**src/rtl/cla_sched_pkg.sv**
```systemverilog
// Shared types and constants for the serial carry-lookahead scheduler.
package cla_sched_pkg;

  localparam int NIBBLE_W = 4;

  typedef enum logic [1:0] {
    IDLE = 2'd0,
    BUSY = 2'd1,
    DONE = 2'd2
  } state_t;

endpackage

```
**src/rtl/cla_nibble.sv**
```systemverilog
// Combinational 4-bit carry-lookahead slice. Besides sum and carry-out it
// exposes the carry into bit 3, which the scheduler uses for signed overflow.
module cla_nibble
  import cla_sched_pkg::*;
(
  input  logic [NIBBLE_W-1:0] a,
  input  logic [NIBBLE_W-1:0] b,
  input  logic                cin,
  output logic [NIBBLE_W-1:0] sum,
  output logic                cout,
  output logic                c3
);

  logic [3:0] g;
  logic [3:0] p;
  logic [4:0] c;

  assign g = a & b;
  assign p = a ^ b;

  // Flat lookahead equations: every carry is a function of g, p and cin only.
  assign c[0] = cin;
  assign c[1] = g[0] | (p[0] & cin);
  assign c[2] = g[1] | (p[1] & g[0]) | (p[1] & p[0] & cin);
  assign c[3] = g[2] | (p[2] & g[1]) | (p[2] & p[1] & g[0])
              | (p[2] & p[1] & p[0] & cin);
  assign c[4] = g[3] | (p[3] & g[2]) | (p[3] & p[2] & g[1])
              | (p[3] & p[2] & p[1] & g[0]) | (p[3] & p[2] & p[1] & p[0] & cin);

  assign sum  = p ^ c[3:0];
  assign cout = c[4];
  assign c3   = c[3];

endmodule

```
**src/rtl/cla_serial_sched.sv**
```systemverilog
// Two-requester round-robin scheduler sharing one 4-bit CLA slice. A granted
// add runs one nibble per cycle (LSB first) with the carry chained in a
// register, then the result is offered on a response handshake.
// Optional feature: define CLA_SCHED_OVF_EN to add the rsp_ovf output.
module cla_serial_sched
  import cla_sched_pkg::*;
#(
  parameter int WIDTH = 64
) (
  input  logic             clk,
  input  logic             rst,
  input  logic             req0_valid,
  output logic             req0_ready,
  input  logic [WIDTH-1:0] req0_a,
  input  logic [WIDTH-1:0] req0_b,
  input  logic             req0_cin,
  input  logic             req1_valid,
  output logic             req1_ready,
  input  logic [WIDTH-1:0] req1_a,
  input  logic [WIDTH-1:0] req1_b,
  input  logic             req1_cin,
  output logic             rsp_valid,
  input  logic             rsp_ready,
  output logic             rsp_id,
  output logic [WIDTH-1:0] rsp_sum,
  output logic             rsp_cout
`ifdef CLA_SCHED_OVF_EN
  ,
  output logic             rsp_ovf
`endif
);

  localparam int NIB   = WIDTH / NIBBLE_W;
  localparam int CNT_W = (NIB > 1) ? $clog2(NIB) : 1;

  state_t               state_q, state_d;
  logic                 ptr_q;
  logic [CNT_W-1:0]     cnt_q;
  logic [WIDTH-1:0]     a_q, b_q, sum_q;
  logic                 carry_q;
  logic                 id_q;
  logic                 gnt0, gnt1, accept, step, last;
  logic [NIBBLE_W-1:0]  nib_sum;
  logic                 nib_cout, nib_c3;

  assign last = (cnt_q == CNT_W'(NIB - 1));

  // Next-state, arbitration and datapath enables; ptr_q holds the last grant.
  always_comb begin
    state_d = state_q;
    gnt0    = 1'b0;
    gnt1    = 1'b0;
    accept  = 1'b0;
    step    = 1'b0;
    case (state_q)
      IDLE: begin
        gnt0   = req0_valid & (~req1_valid | ptr_q);
        gnt1   = req1_valid & (~req0_valid | ~ptr_q);
        accept = gnt0 | gnt1;
        if (accept) state_d = BUSY;
      end
      BUSY: begin
        step = 1'b1;
        if (last) state_d = DONE;
      end
      DONE: begin
        if (rsp_ready) state_d = IDLE;
      end
      default: state_d = IDLE;
    endcase
  end

  // Readys are held low while reset is asserted.
  assign req0_ready = gnt0 & ~rst;
  assign req1_ready = gnt1 & ~rst;

  // FSM state register; reset aborts any operation in flight.
  always_ff @(posedge clk or posedge rst) begin
    if (rst) state_q <= IDLE;
    else     state_q <= state_d;
  end

  // Control and result registers: pointer, id, counter, carry chain, sum.
  always_ff @(posedge clk or posedge rst) begin
    if (rst) begin
      ptr_q   <= 1'b1;
      id_q    <= 1'b0;
      cnt_q   <= '0;
      carry_q <= 1'b0;
      sum_q   <= '0;
    end else if (accept) begin
      ptr_q   <= gnt1;
      id_q    <= gnt1;
      cnt_q   <= '0;
      carry_q <= gnt1 ? req1_cin : req0_cin;
    end else if (step) begin
      cnt_q   <= cnt_q + 1'b1;
      carry_q <= nib_cout;
      // New nibble enters at the top; after NIB steps nibble 0 sits at the LSB.
      sum_q   <= (sum_q >> NIBBLE_W) | (WIDTH'(nib_sum) << (WIDTH - NIBBLE_W));
    end
  end

  // Operand shift registers feed the slice from their low nibble; no reset needed.
  always_ff @(posedge clk) begin
    if (accept) begin
      a_q <= gnt1 ? req1_a : req0_a;
      b_q <= gnt1 ? req1_b : req0_b;
    end else if (step) begin
      a_q <= a_q >> NIBBLE_W;
      b_q <= b_q >> NIBBLE_W;
    end
  end

  cla_nibble u_nib (
    .a    (a_q[NIBBLE_W-1:0]),
    .b    (b_q[NIBBLE_W-1:0]),
    .cin  (carry_q),
    .sum  (nib_sum),
    .cout (nib_cout),
    .c3   (nib_c3)
  );

  assign rsp_valid = (state_q == DONE);
  assign rsp_id    = id_q;
  assign rsp_sum   = sum_q;
  assign rsp_cout  = carry_q;

`ifdef CLA_SCHED_OVF_EN
  logic ovf_q;

  // Signed overflow from the final nibble: carry into MSB xor carry out.
  always_ff @(posedge clk or posedge rst) begin
    if (rst)              ovf_q <= 1'b0;
    else if (step & last) ovf_q <= nib_c3 ^ nib_cout;
  end

  assign rsp_ovf = ovf_q;
`else
  logic unused_c3;
  assign unused_c3 = nib_c3;
`endif

endmodule

```
**config.mk**
```make
export PLATFORM = sky130hd
export DESIGN_NAME = cla_serial_sched
export DESIGN_NICKNAME = d
export VERILOG_FILES = /design/src/rtl/cla_sched_pkg.sv /design/src/rtl/cla_nibble.sv /design/src/rtl/cla_serial_sched.sv
export SDC_FILE = /design/constraint.sdc
export NUM_CORES = 1
export LEC_CHECK = 0
export ABC_AREA = 1
export CAP_MARGIN = 20
export CORE_MARGIN = 2
export CORE_UTILIZATION = 46
export DETAILED_ROUTE_END_ITERATION = 16
export PLACE_DENSITY_LB_ADDON = 0.25
export SLEW_MARGIN = 10
export SYNTH_ARGS = -nofsm -noshare
export SYNTH_HDL_FRONTEND = slang
export SYNTH_SLANG_ARGS = --single-unit
```
**constraint.sdc**
```tcl
create_clock -name clk -period 5.4 [get_ports clk]
set_input_delay 1.62 -clock clk [delete_from_list [all_inputs] [get_ports clk]]
set_output_delay 1.62 -clock clk [all_outputs]
set_load 0.05 [all_outputs]
```
==> flow_metrics.env, run 1 <==
export IMPL_critical_path_arrival_ps=3390
export IMPL_pwr_share_comb_pct=44.9
export IMPL_drc=0
export IMPL_hp_class="register to register"
export IMPL_required_ps=3780
export IMPL_final_seq_area_sq_um=5670
export IMPL_wirelength_um=30100
export IMPL_ys_types=30
export IMPL_status="finished, final reports clean"
export IMPL_synth_top_area_share_pct=39.0
export IMPL_cts_setup_buffers=0
export IMPL_chipHeight_um=150
export IMPL_synth_edf_count=128
export IMPL_period_needed_ps=5010
export IMPL_syn_instance_count=1056
export IMPL_gp_congestion=0.833
export IMPL_synthTopCellsByArea="edfxtp_1 (39%), dfrtp_1 (18%), a21oi_1 (11%)"
export IMPL_cpMaxStageDelayCell="clkdlybuf4s50_1"
export IMPL_clkTransAtPathRegs_ps=60
export IMPL_dr_first_iter_drc_count=781
export IMPL_portBuffers=331
export IMPL_drive_gt1_share_pct=6.77
export IMPL_hold_viol_final=0
export IMPL_num_rows=53
export IMPL_cpMostUsedCell="clkdlybuf4s50_1"
export IMPL_multi_input_area_sq_um=3680
export IMPL_synth_fp_nets=1325
export IMPL_synth_top_area_cell="edfxtp_1"
export IMPL_cts_sinks=201
export IMPL_cp_cell_sequence="clkdlybuf4s50_1, o211ai_1, nor2_1, clkdlybuf4s50_1"
export IMPL_fillers=1743
export IMPL_grt_pass1_wl_um=46200
export IMPL_fmax_mhz=200
export IMPL_cp_start_kind="primary input"
export IMPL_dp_hpwl_um=19700
export IMPL_max_stage_delay_ps=830
export IMPL_dr_pass1_iters=5
export IMPL_post_route_period_util_pct=92.8
export IMPL_drv_slew=0
export IMPL_htree_levels=1
export IMPL_utilization_pct=66.5
export IMPL_ys_warn_count=0
export IMPL_syn2layout_area_growth_pct=41.7
export IMPL_track_usage_pct=25.9
export IMPL_grt_max_degree=130
export IMPL_wl_met1_um=11800
export IMPL_fp_dieW_um=150
export IMPL_cts_hold_buf=0
export IMPL_setup_tns_final_ps=0
export IMPL_layout_nets=1597
export IMPL_clk_path_buf_depth=3
export IMPL_cellPowerDensity_nw_per_um2=607
export IMPL_initial_utilization_pct=46.9
export IMPL_synthesis_area_sq_um=9870
export IMPL_grt_antenna_before_repair=2
export IMPL_fin_skew_ps=10.9
export IMPL_cts_buffers=23
export IMPL_seq_power_share_pct=36.5
export IMPL_num_vias=9155
export IMPL_cts_resized=0
export IMPL_netSwitchingPower_w=0.00360
export IMPL_die_area_sq_um=22600
export IMPL_cp_end_kind="output port"
export IMPL_ys_ff_latch=201
export IMPL_core_area_sq_um=21000
export IMPL_p_leak_nw=5.38
export IMPL_crit_type="primary input to output port"
export IMPL_overflow=0
export IMPL_ys_flop_type="edfxtp_1"
export IMPL_antenna_left=0
export IMPL_cell_internal_pwr_w=0.00489
export IMPL_wl_met3_um=2620
export IMPL_routed_top_layer="met4"
export IMPL_max_slew_margin_pct=27.3
export IMPL_cap_violations=0
export IMPL_worst_pin_slew_ps=1090
export IMPL_clk_latency_ps=510
export IMPL_rsz0062_at_grt="false"
export IMPL_vdd_drop_max_v=0.000525
export IMPL_routedWlPerCell_um=18.6
export IMPL_post_drt_via_cell_ratio=5.64
export IMPL_clkPwrFrac_pct=18.6
export IMPL_synth_sequential_area_ratio_pct=57.5
export IMPL_cts_root_buf="clkbuf_16"
export IMPL_p_sw_share_pct=42.4
export IMPL_grt_pass1_vias=8793
export IMPL_worstPathMaxFanout=3
export IMPL_route_met2_wl_um=14500
export IMPL_io_pins=332
export IMPL_cts_tree="built"
export IMPL_syn_avg_cell_area_sq_um=9.34
export IMPL_async_flop_share_pct=36.3
export IMPL_setup_viol=0
## path summary, 6_finish.rpt
check	startpoint	to	slack, ps	depth (start not counted)
max	req0_valid	req0_ready	390	4
min in group asynchronous	rst	rsp_id	1650	2
max in group asynchronous	rst	rsp_sum[21]	2740	3
min	rsp_sum[2]	rsp_sum[2]	490	2
min reg2reg	rsp_sum[2]	rsp_sum[2]	490	2
max reg2reg	state_q[0]	b_q[23]	2430	7
## cell type report
cell class / instances / share of cell area [%]
Clock inverter: 10 / 0.582
Inverter: 21 / 0.582
Timing Repair Buffer: 344 / 24.5
Multi-Input combinational cell: 737 / 26.3
Sequential cell: 201 / 40.6
Antenna cell: 3 / 0.0537
Clock buffer: 31 / 4.93
Tap cell: 275 / 2.46
## logic make-up (layout without fill, tap and decap cells)
family,Yosys count,in the layout,share of synthesized area [%]
DFF,201,201,57.5
and+or+nand+nor,456,456,20.8
other,0,3,0
buffers and inverters,118,406,5.62
adders and majority gates,6,6,0.837
AOI/OAI and AO/OA,273,273,15.0
xor gates and xnor gates,2,2,0.178
## worst max-delay path, delay by kind of cell
kind	cells	cell delay, ps
compound gates	1	210
buf+inv	2	1380
simple gates	1	170
## state kept, by name (all words and copies together), names as in the netlist
register	cells
a_q	64
b_q	64
cnt_q	4
ptr_q	1
rsp_cout	1
rsp_id	1
rsp_sum	64
state_q	2
## power groups by stage
stage / Clock [W] / Combinational, W / Sequential, W
global route: 0.00167 / 0.00419 / 0.00317
finish: 0.00158 / 0.00381 / 0.00309
detailed placement: 0 / 0.00381 / 0.00311
CTS: 0.00160 / 0.00383 / 0.00310
floorplan: 0 / 0.00205 / 0.00369
global placement: 0 / 0.00374 / 0.00309
## through the flow
step	cells	instance area [sq um]	power, W	hold WS (ps)	setup slack (ps)
final	1622	14000	0.00849	486	389
after global routing	1621	14000	0.00902	505	285
after CTS	1619	14000	0.00853	486	379
after detailed placement	1578	13200	0.00693	466	389
after global placement	1578	13200	0.00683	459	478
after floorplan	1056	9870	0.00574	439	906
## layer usage
layer | track usage (%) | up-vias
met5 | 0 | -
met4 | 10.6 | 0
met3 | 6.30 | 67
met2 | 41.5 | 402
met1 | 33.9 | 4385
li1 | - | 4301
## cells in the final DEF, fill, tap and decap left out, types with 2 or more instances in the layout
cell / synthesis / final
inv_2: 2 / 2
dfrtp_1: 72 / 72
o211ai_1: 2 / 2
nand3_1: 8 / 8
clkbuf_16: 0 / 26
diode_2: 0 / 3
nor2_1: 129 / 129
buf_4: 3 / 13
clkdlybuf4s50_1: 0 / 329
a21oi_1: 222 / 222
buf_12: 0 / 2
clkbuf_1: 35 / 3
inv_1: 19 / 18
nand2_1: 189 / 187
ha_1: 5 / 5
edfxtp_1: 128 / 128
clkinv_1: 0 / 3
clkbuf_8: 0 / 2
nand2_4: 0 / 2
clkinv_2: 0 / 4
a21oi_2: 30 / 30
nand3b_1: 2 / 2
o21ai_0: 18 / 18
nand4_1: 122 / 122
## synth_stat cells (2+ instances only)
master and number:
nand3_1 8, buf_2 47, buf_6 4, a21oi_2 30, clkbuf_1 35, nand4_1 122
nand3b_1 2, inv_1 19, a21oi_1 222, inv_2 2, ha_1 5, buf_1 7
nand2_1 189, o21ai_0 18, o211ai_1 2, dfrtp_1 72, nor2_1 129, edfxtp_1 128
nand2_2 2, buf_4 3
Note: power is estimated with default switching activity, not from simulation.
==> run 2, diff against run 1 <==
--- a/config.mk
+++ b/config.mk
@@ -6,8 +6,7 @@
 export NUM_CORES = 1
 export LEC_CHECK = 0
 export ABC_AREA = 1
-export CAP_MARGIN = 20
-export CORE_MARGIN = 2
+export CAP_MARGIN = 10
 export CORE_UTILIZATION = 46
 export DETAILED_ROUTE_END_ITERATION = 16
 export PLACE_DENSITY_LB_ADDON = 0.25
==> flow_metrics.env, run 2 (synthesis results as in run 1) <==
export IMPL_status="finished, final reports clean"
export IMPL_num_vias=9163
export IMPL_grt_pass1_vias=8908
export IMPL_hp_class="register to register"
export IMPL_worstPathMaxFanout=59
export IMPL_period_needed_ps=4450
export IMPL_holdWs_ps=478
export IMPL_worst_pin_slew_ps=1120
export IMPL_grt_pass1_wl_um=46400
export IMPL_cts_hold_buf=0
export IMPL_post_drt_via_cell_ratio=5.66
export IMPL_cp_start_kind="primary input"
export IMPL_setup_tns_final_ps=0
export IMPL_fp_dieW_um=148
export IMPL_setup_viol=0
export IMPL_hold_viol_final=0
export IMPL_crit_type="primary input to output port"
export IMPL_max_slew_margin_pct=25.0
export IMPL_layout_nets=1596
export IMPL_cts_resized=0
export IMPL_initial_utilization_pct=46.9
export IMPL_clk_path_buf_depth=3
export IMPL_num_rows=53
export IMPL_cellPowerDensity_nw_per_um2=602
export IMPL_mostFrequentLayoutCells="clkdlybuf4s50_1 (328), a21oi_1 (222), nand2_1 (187)"
export IMPL_cts_buffers=22
export IMPL_routedWlPerCell_um=18.4
export IMPL_cts_root_buf="clkbuf_16"
export IMPL_cpMaxStageDelayCell="buf_4"
export IMPL_timing_final_ws_setup_ps=949
export IMPL_required_ps=3780
export IMPL_drc=0
export IMPL_drv_slew=0
export IMPL_clkTransAtPathRegs_ps=60
export IMPL_dp_hpwl_um=19100
export IMPL_die_area_sq_um=22000
export IMPL_crit_family="buffers and inverters"
export IMPL_rsz0062_at_grt="false"
export IMPL_dr_first_iter_drc_count=640
export IMPL_rr_startpoint="state_q[0]"
export IMPL_overflow=0
export IMPL_final_common_cell="clkdlybuf4s50_1"
export IMPL_vdd_drop_max_v=0.000491
export IMPL_cap_violations=0
export IMPL_io_pins=332
export IMPL_portBuffers=331
export IMPL_cp_end_kind="output port"
export IMPL_syn2layout_area_growth_pct=41.0
export IMPL_dr_pass1_iters=7
export IMPL_hp_start="rsp_sum[2]"
export IMPL_max_stage_delay_ps=510
export IMPL_track_usage_pct=26.7
export IMPL_cts_sinks=201
export IMPL_cts_setup_buffers=0
export IMPL_grt_max_degree=130
export IMPL_pre_cts_ws_ps=975
export IMPL_wirelength_um=29700
export IMPL_dpl_cell_count=1578
export IMPL_worstSetupStartpoint="req1_valid"
export IMPL_drive_gt1_share_pct=6.63
export IMPL_fmax_mhz=225
export IMPL_cp_buffers_inverters=3
export IMPL_cp_cell_sequence="buf_4, inv_1, o211ai_1, nor2_1, buf_4"
export IMPL_antenna_left=0
export IMPL_clk_latency_ps=500
export IMPL_post_route_period_util_pct=82.4
export IMPL_chipHeight_um=148
export IMPL_instances_no_fill=1618
export IMPL_p_leak_nw=5.35
export IMPL_core_area_sq_um=21000
export IMPL_critical_path_arrival_ps=2830
export IMPL_htree_levels=1
export IMPL_gp_congestion=0.819
export IMPL_grt_antenna_before_repair=1
export IMPL_cpMostUsedCell="buf_4"
export IMPL_utilization_pct=66.2
export IMPL_fin_skew_ps=8.92
export IMPL_insertedDiodeCount=0
export IMPL_cts_tree="built"
export IMPL_fillers=1685
-- run 2: cell types whose count changed in the layout (fill, tap and decap cells not counted) --
cell / delta
buf_4: +1
clkbuf_1: +3
clkbuf_16: -2
clkdlybuf4s50_1: -1
clkinv_1: -1
clkinv_2: +1
diode_2: -3
inv_6: -1
inv_8: -1
-- run 2: cell type report --
type	count	area, sq um	area share (%)
Clock buffer	32	651	4.68
Tap cell	275	344	2.47
Sequential cell	201	5670	40.8
Timing Repair Buffer	344	3430	24.6
Inverter	21	81.3	0.584
Clock inverter	8	62.6	0.450
Multi-Input combinational cell	737	3680	26.4
-- run 2: where the power goes --
part | internal (W) | leakage (nW) | switching (W) | total (W)
combinational | 0.00118 | 2.79 | 0.00261 | 0.00379
clock | 0.000883 | 0.354 | 0.000600 | 0.00148
sequential | 0.00276 | 2.21 | 0.000344 | 0.00310
-- run 2: layer usage --
| metal | up-vias | share of wire (%) | track usage, % |
|---|---|---|---|
| li1 | 4289 | - | - |
| met1 | 4373 | 41 | 35.8 |
| met2 | 427 | 47 | 42.9 |
| met3 | 72 | 7.7 | 5.21 |
| met4 | 2 | 3.8 | 9.85 |
| met5 | - | 0.044 | 0 |
-- run 2: final timing paths --
path / cells after the start / to / slack [ps]
min in group asynchronous: 2 / rsp_cout / 1530
worst max register to register: 7 / a_q[5] / 2510
worst max-delay path: 5 / req0_ready / 950
worst min-delay path: 2 / rsp_sum[2] / 480
max in group asynchronous: 3 / rsp_sum[7] / 3070
worst min register to register: 2 / rsp_sum[2] / 480
-- run 2: through the flow --
stage                     total power, W  area (sq um)
after floorplan                  0.00574          9870
after global placement           0.00683         13200
after detailed placement         0.00692         13200
after CTS                        0.00842         13900
after global routing             0.00890         13900
final                            0.00838         13900
-- run 2: worst register-to-register path: stages (launching register included) --
cell,delay (ps)
dfrtp_1,430
nor2_4,250
buf_4,570
nand2_4,180
inv_4,490
buf_12,370
nor2_1,180
a21oi_1,230
==> run 3, diff against run 2 <==
==> constraint.sdc (replaced) <==
create_clock -name clk -period 4.6 [get_ports clk]
set_input_delay 1.38 -clock clk [delete_from_list [all_inputs] [get_ports clk]]
set_output_delay 1.38 -clock clk [all_outputs]
set_load 0.05 [all_outputs]
==> flow_metrics.env, run 3 (synthesis results as in run 1) <==
export IMPL_status="finished, final reports clean"
export IMPL_min_path_cells=1
export IMPL_routedWlPerCell_um=18.3
export IMPL_cts_root_buf="clkbuf_16"
export IMPL_pwr_share_comb_pct=45.5
export IMPL_hold_viol_final=0
export IMPL_final_area_sq_um=14000
export IMPL_reg2reg_slack_ps=1550
export IMPL_grt_pass1_wl_um=46000
export IMPL_clk_path_buf_depth=3
export IMPL_rsz0062_at_grt="false"
export IMPL_overflow=0
export IMPL_max_slew_margin_pct=22.4
export IMPL_post_drt_via_cell_ratio=5.64
export IMPL_fin_skew_ps=7.03
export IMPL_clkPwrFrac_pct=18.0
export IMPL_cts_resized=0
export IMPL_htree_levels=1
export IMPL_critical_path_arrival_ps=2550
export IMPL_setup_viol=0
export IMPL_io_pins=332
export IMPL_insertedDiodeCount=0
export IMPL_drv_slew=0
export IMPL_drive_gt1_share_pct=6.77
export IMPL_wirelength_um=29600
export IMPL_grt_pass1_vias=8791
export IMPL_holdWs_ps=474
export IMPL_gp_congestion=0.852
export IMPL_seq_power_share_pct=36.5
export IMPL_period_needed_ps=3930
export IMPL_dp_hpwl_um=19200
export IMPL_mostFrequentLayoutCells="clkdlybuf4s50_1 (328), a21oi_1 (222), nand2_1 (187)"
export IMPL_dr_pass1_iters=5
export IMPL_dr_first_iter_drc_count=744
export IMPL_setup_tns_final_ps=0
export IMPL_portBuffers=331
export IMPL_vdd_drop_max_v=0.000415
export IMPL_clk_latency_ps=500
export IMPL_cts_tree="built"
export IMPL_grt_antenna_before_repair=1
export IMPL_p_sw_share_pct=42.3
export IMPL_fillers=1663
export IMPL_crit_type="primary input to output port"
export IMPL_num_rows=53
export IMPL_cap_violations=0
export IMPL_initial_utilization_pct=46.9
export IMPL_p_leak_nw=5.38
export IMPL_cts_hold_buf=0
export IMPL_clkTransAtPathRegs_ps=60
export IMPL_chipHeight_um=148
export IMPL_post_route_period_util_pct=85.4
export IMPL_required_ps=3220
export IMPL_r2r_cells=7
export IMPL_cell_internal_pwr_w=0.00573
export IMPL_track_usage_pct=26.6
export IMPL_cp_start_kind="primary input"
export IMPL_antenna_left=0
export IMPL_core_area_sq_um=21000
export IMPL_cts_sinks=201
export IMPL_final_common_cell="clkdlybuf4s50_1"
export IMPL_layout_nets=1597
export IMPL_netSwitchingPower_w=0.00419
export IMPL_worstPathMaxFanout=3
export IMPL_num_vias=9124
export IMPL_power_w=0.00992
export IMPL_die_area_sq_um=22000
export IMPL_placed_area_sq_um=13300
export IMPL_syn2layout_area_growth_pct=41.7
export IMPL_cts_buffers=22
export IMPL_fp_dieW_um=148
export IMPL_cp_end_kind="output port"
export IMPL_fmax_mhz=255
export IMPL_worst_pin_slew_ps=1160
export IMPL_hp_class="register to register"
export IMPL_grt_max_degree=128
export IMPL_cellPowerDensity_nw_per_um2=709
export IMPL_cts_setup_buffers=0
export IMPL_drc=0
-- run 3: critical path, cell delays in order --
cell             delay (ps)
clkdlybuf4s50_1         590
o211ai_1                150
nor2_1                  250
buf_12                  170
-- run 3: area by class of cell --
type	count	area [sq um]	area share, %
tap	275	344	2.46
inverter	21	81.3	0.582
multi-input combinational	737	3680	26.3
clock buffer	32	629	4.50
timing repair buffer	345	3490	24.9
clock inverter	8	92.6	0.662
sequential	201	5670	40.6
-- run 3: through the flow --
stage / setup slack (ps) / std cells / util, %
2_1_floorplan: 586 / 1056 / -
3_3_place_gp: 507 / 1579 / 63.1
3_5_place_dp: 435 / 1579 / 63.1
4_1_cts: 640 / 1619 / 66.5
5_1_grt: 597 / 1619 / 66.5
6_report: 672 / 1619 / 66.5
-- run 3: final timing paths --
check,from,endpoint
max reg2reg,state_q[0],a_q[5]
min in group asynchronous,rst,rsp_id
max,req0_valid,req0_ready
min,cnt_q[3],cnt_q[3]
min reg2reg,cnt_q[3],cnt_q[3]
max in group asynchronous,rst,rsp_sum[33]
-- run 3: power groups by stage --
stage | clock (W) | combinational (W) | sequential (W)
global route | 0.00187 | 0.00494 | 0.00372
CTS | 0.00181 | 0.00453 | 0.00363
finish | 0.00178 | 0.00451 | 0.00362
floorplan | 0 | 0.00241 | 0.00433
global placement | 0 | 0.00442 | 0.00363
detailed placement | 0 | 0.00451 | 0.00365
-- run 3: per-layer routing --
metal  share of wire (%)  vias to the layer above  global-route usage, %
met1                  39                     4264                   34.0
met5               0.057                        -                      0
met3                 8.4                       93                   5.86
met4                 5.2                        2                   13.3
met2                  47                      464                   42.5
li1                    -                     4301                      -
==> patch 1: new RTL, config.mk and constraints of run 1 <==
The 3 states of `state_t` get a one-hot encoding in 3 bits.
--- a/src/rtl/cla_sched_pkg.sv
+++ b/src/rtl/cla_sched_pkg.sv
@@ -3,10 +3,10 @@
 
   localparam int NIBBLE_W = 4;
 
-  typedef enum logic [1:0] {
-    IDLE = 2'd0,
-    BUSY = 2'd1,
-    DONE = 2'd2
+  typedef enum logic [2:0] {
+    IDLE = 3'b001,
+    BUSY = 3'b010,
+    DONE = 3'b100
   } state_t;
 
 endpackage
Behaviour: same outputs for any inputs over 4 cycles, from zero or initial values and one cycle with rst high; so few cycles prove little.
==> patch 1 against run 1 <==
  * Total power down 7.2%
  * Via count down 8.0%
  * Final cell count up 7.6%
  * Routed wire length down 16%
  * Worst setup slack better by 0.063 ns
  * Area after synthesis about the same
  * Final area down 0.49%
  * Sequential cell count up 1
  * Largest cell class unchanged
==> patch 1: results (changes against run 1) <==
INFO  metric leakagePower = 6.45 nW (was 5.38 nW)
INFO  metric dpl_cell_area = 13300 µm² (was 13200 µm²)
INFO  metric globalRouteMet3Util = 0.0421 (was 0.0630)
INFO  metric synth.net_count = 1428 (was 1325)
INFO  metric non_clock_buffer_area_share = 0.247 (was 0.245)
INFO  metric ys_types = 29 (was 30)
INFO  metric maxSlewHeadroom = 0.238 (was 0.273)
INFO  metric crit_path_max_fanout = 4 (was 3)
INFO  metric route.met2.wl = 12.7 mm (was 14.5 mm)
INFO  metric fin_crit = 4.95 ns (was 5.01 ns)
INFO  metric drt_iter0_drc = 460 (was 781)
INFO  metric nClkBuffers = 29 (was 31)
INFO  metric timing.hold.worst_path_depth = 1 (was 2)
INFO  metric clock_latency_late_sink = 0.49 ns (was 0.51 ns)
INFO  metric timing.reg2reg.worst_path_depth = 5 (was 7)
INFO  metric share_of_post_route_cells_with_drive_strength_above_1 = 0.0347 (was 0.0677)
INFO  metric clk_share = 0.0435 (was 0.0551)
INFO  metric post_synth_xor_area_fraction = 0.00178 (about the same)
INFO  metric n_antenna_cell = 0 (was 3)
INFO  metric grt_use_met1 = 0.271 (was 0.339)
INFO  metric grt_pass1_wl = 38.0 mm (was 46.2 mm)
INFO  metric synth-seq-cells = 202 (was 201)
INFO  metric area_added_between_synthesis_and_finish = 41.1% (was 41.7%)
INFO  metric min_from = cnt_q[3]$_DFFE_PP0P_ (was rsp_sum[2]$_DFFE_PP0P_)
INFO  metric synthTopCellsByCount = sky130_fd_sc_hd__nand2_1 (430), sky130_fd_sc_hd__inv_1 (140), sky130_fd_sc_hd__edfxtp_1 (128) (was sky130_fd_sc_hd__a21oi_1 (222), sky130_fd_sc_hd__nand2_1 (189), sky130_fd_sc_hd__nor2_1 (129))
INFO  metric grt_use_met2 = 0.373 (was 0.415)
INFO  metric first_global_vias = 7646 (was 8793)
INFO  metric multiInputCombCellCount = 749 (was 737)
INFO  metric status = finished, final reports clean (unchanged)
INFO  metric seqCellArea = 5700 µm² (was 5670 µm²)
INFO  metric worstPathArrival = 3.33 ns (was 3.39 ns)
INFO  metric vias_per_cell = 4.83 (was 5.64)
INFO  metric fin_skew = 0.00769 ns (was 0.0109 ns)
[patch 1: changes by cell type after synthesis, moves of 67 or more]
cell                             run 1  this run
sky130_fd_sc_hd__nand2_1           189       430
sky130_fd_sc_hd__inv_1              19       140
sky130_fd_sc_hd__nand4_1           122         3
sky130_fd_sc_hd__nor2_1            129        25
sky130_fd_sc_hd__a21oi_1           222       125
sky130_fd_sc_hd__o21ai_0            18        85
[patch 1: power groups by stage]
| stage | registers [mW] | clock network, mW | logic (mW) |
|---|---|---|---|
| floorplan | 3.65 | 0 | 1.95 |
| detailed placement | 3.09 | 0 | 3.55 |
| finish | 3.07 | 1.30 | 3.51 |
| global placement | 3.07 | 0 | 3.47 |
| global route | 3.14 | 1.40 | 3.89 |
| CTS | 3.07 | 1.33 | 3.56 |
[patch 1: critical path: stages]
cell and delay, ns:
sky130_fd_sc_hd__clkdlybuf4s50_1 0.58, sky130_fd_sc_hd__o21ai_0 0.13, sky130_fd_sc_hd__nor3_1 0.17, sky130_fd_sc_hd__clkdlybuf4s50_1 0.82
==> patch 2: new RTL, config.mk and constraints of run 1 <==
Without the edit above. Add a define of `CLA_SCHED_OVF_EN`.
--- a/src/rtl/cla_serial_sched.sv
+++ b/src/rtl/cla_serial_sched.sv
@@ -2,6 +2,8 @@
 // add runs one nibble per cycle (LSB first) with the carry chained in a
 // register, then the result is offered on a response handshake.
 // Optional feature: define CLA_SCHED_OVF_EN to add the rsp_ovf output.
+`define CLA_SCHED_OVF_EN
+
 module cla_serial_sched
   import cla_sched_pkg::*;
 #(
Function (old outputs only; new: rsp_ovf): same outputs for any inputs over 4 cycles, from zero or initial values and one cycle with rst high; that may be too few to reach the edited logic, so the function may still have changed.
==> patch 2 against run 1 <==
  * Routed wire length fell by 17%
  * Area after synthesis rose by 3.1%
  * Clock power fell by 8%
  * Clock skew fell by 0.0040 ns
  * Total power fell by 8.9%
  * Sequential cell count rose by 1
  * Largest power group unchanged
  * Final area rose by 2.3%
  * Worst setup slack improved by 0.46 ns
  * Global-route usage fell by 5.3 points
==> patch 2: results (changes against run 1) <==
INFO  metric status = finished, final reports clean (unchanged)
INFO  metric grt_use_total = 0.207 (was 0.259)
INFO  metric wl_met3 = 1.80 mm (was 2.62 mm)
INFO  metric ys_async_sr_fraction = 0.366 (was 0.363)
INFO  metric synth.net_count = 1438 (was 1325)
INFO  metric dpl_cell_area = 13600 µm² (was 13200 µm²)
INFO  metric drt_first_pass_iters = 4 (was 5)
INFO  metric wl_per_cell = 14.1 µm (was 18.6 µm)
INFO  metric internal_power = 4.65 mW (was 4.89 mW)
INFO  metric wl = 24.9 mm (was 30.1 mm)
INFO  metric first_global_vias = 8116 (was 8793)
INFO  metric syn_inst = 1169 (was 1056)
INFO  metric routed.top_layer = met5 (was met4)
INFO  metric dpl_worst_slack = 0.853 ns (was 0.389 ns)
INFO  metric worstPathArrival = 2.93 ns (was 3.39 ns)
INFO  metric numCtsBuffers = 22 (was 23)
INFO  metric nets = 1732 (was 1597)
INFO  metric synthTopCellsByArea = sky130_fd_sc_hd__edfxtp_1 (38%), sky130_fd_sc_hd__dfrtp_1 (18%), sky130_fd_sc_hd__nand2_1 (16%) (was sky130_fd_sc_hd__edfxtp_1 (39%), sky130_fd_sc_hd__dfrtp_1 (18%), sky130_fd_sc_hd__a21oi_1 (11%))
INFO  metric grt_pass1_wl = 39.5 mm (was 46.2 mm)
INFO  metric drt_iter0_drc = 450 (was 781)
INFO  metric vdd.ir_drop.worst = 0.400 mV (was 0.525 mV)
INFO  metric leakagePower = 6.64 nW (was 5.38 nW)
INFO  metric share_of_post_route_cells_with_drive_strength_above_1 = 0.0744 (was 0.0677)
INFO  metric place.gp.congestion = 0.791 (was 0.833)
INFO  metric port_buffers = 332 (was 331)
INFO  metric critical-path-max-stage-delay = 0.72 ns (was 0.83 ns)
patch 2: cell type report:
class,count,area [µm²]
fillers,1797,7450
flip-flops and latches,202,5700
multi-input cells,756,3550
repair buffers,341,3460
clock buffers,34,687
inverters,140,526
well taps,280,350
clock inverters,6,28.8
diodes,1,2.50
patch 2: final timing paths:
check,slack [ns],end,cells after the start,startpoint
worst max register to register,2.95,b_q[0]$_DFFE_PP_,6,ptr_q$_DFFE_PP1P_
worst max-delay path,0.85,req0_ready,5,req1_valid
worst min register to register,0.47,rsp_sum[2]$_DFFE_PP0P_,2,rsp_sum[2]$_DFFE_PP0P_
max in group asynchronous,2.80,rsp_sum[26]$_DFFE_PP0P_,3,rst
min in group asynchronous,1.56,cnt_q[1]$_DFFE_PP0P_,2,rst
worst min-delay path,0.47,rsp_sum[2]$_DFFE_PP0P_,2,rsp_sum[2]$_DFFE_PP0P_
patch 2: cells by family (layout without fill, tap and decap cells):
kind of cell             after synthesis  count (layout)  share of synthesized area
other                                  0               1                          0
flip-flops                           202             202                      0.560
buffers and inverters                211             521                     0.0930
AO/OA/AOI/OAI                        266             266                      0.152
AND/OR/NAND/NOR                      482             482                      0.185
adder cells (fa/ha/maj)                6               6                    0.00812
XOR/XNOR                               2               2                    0.00172
patch 2: routing by layer:
layer,GRT usage,vias up
met3,0.0455,37
li1,-,4368
met2,0.353,272
met4,0.0534,2
met1,0.268,3930
met5,0,-
patch 2: power groups by stage:
stage / sequential [mW] / clock, mW / combinational (mW)
after CTS: 3.00 / 1.49 / 3.31
after global routing: 3.08 / 1.55 / 3.62
after floorplan: 3.74 / 0 / 1.55
after global placement: 2.99 / 0 / 3.23
after detailed placement: 3.01 / 0 / 3.30
final: 2.99 / 1.46 / 3.29
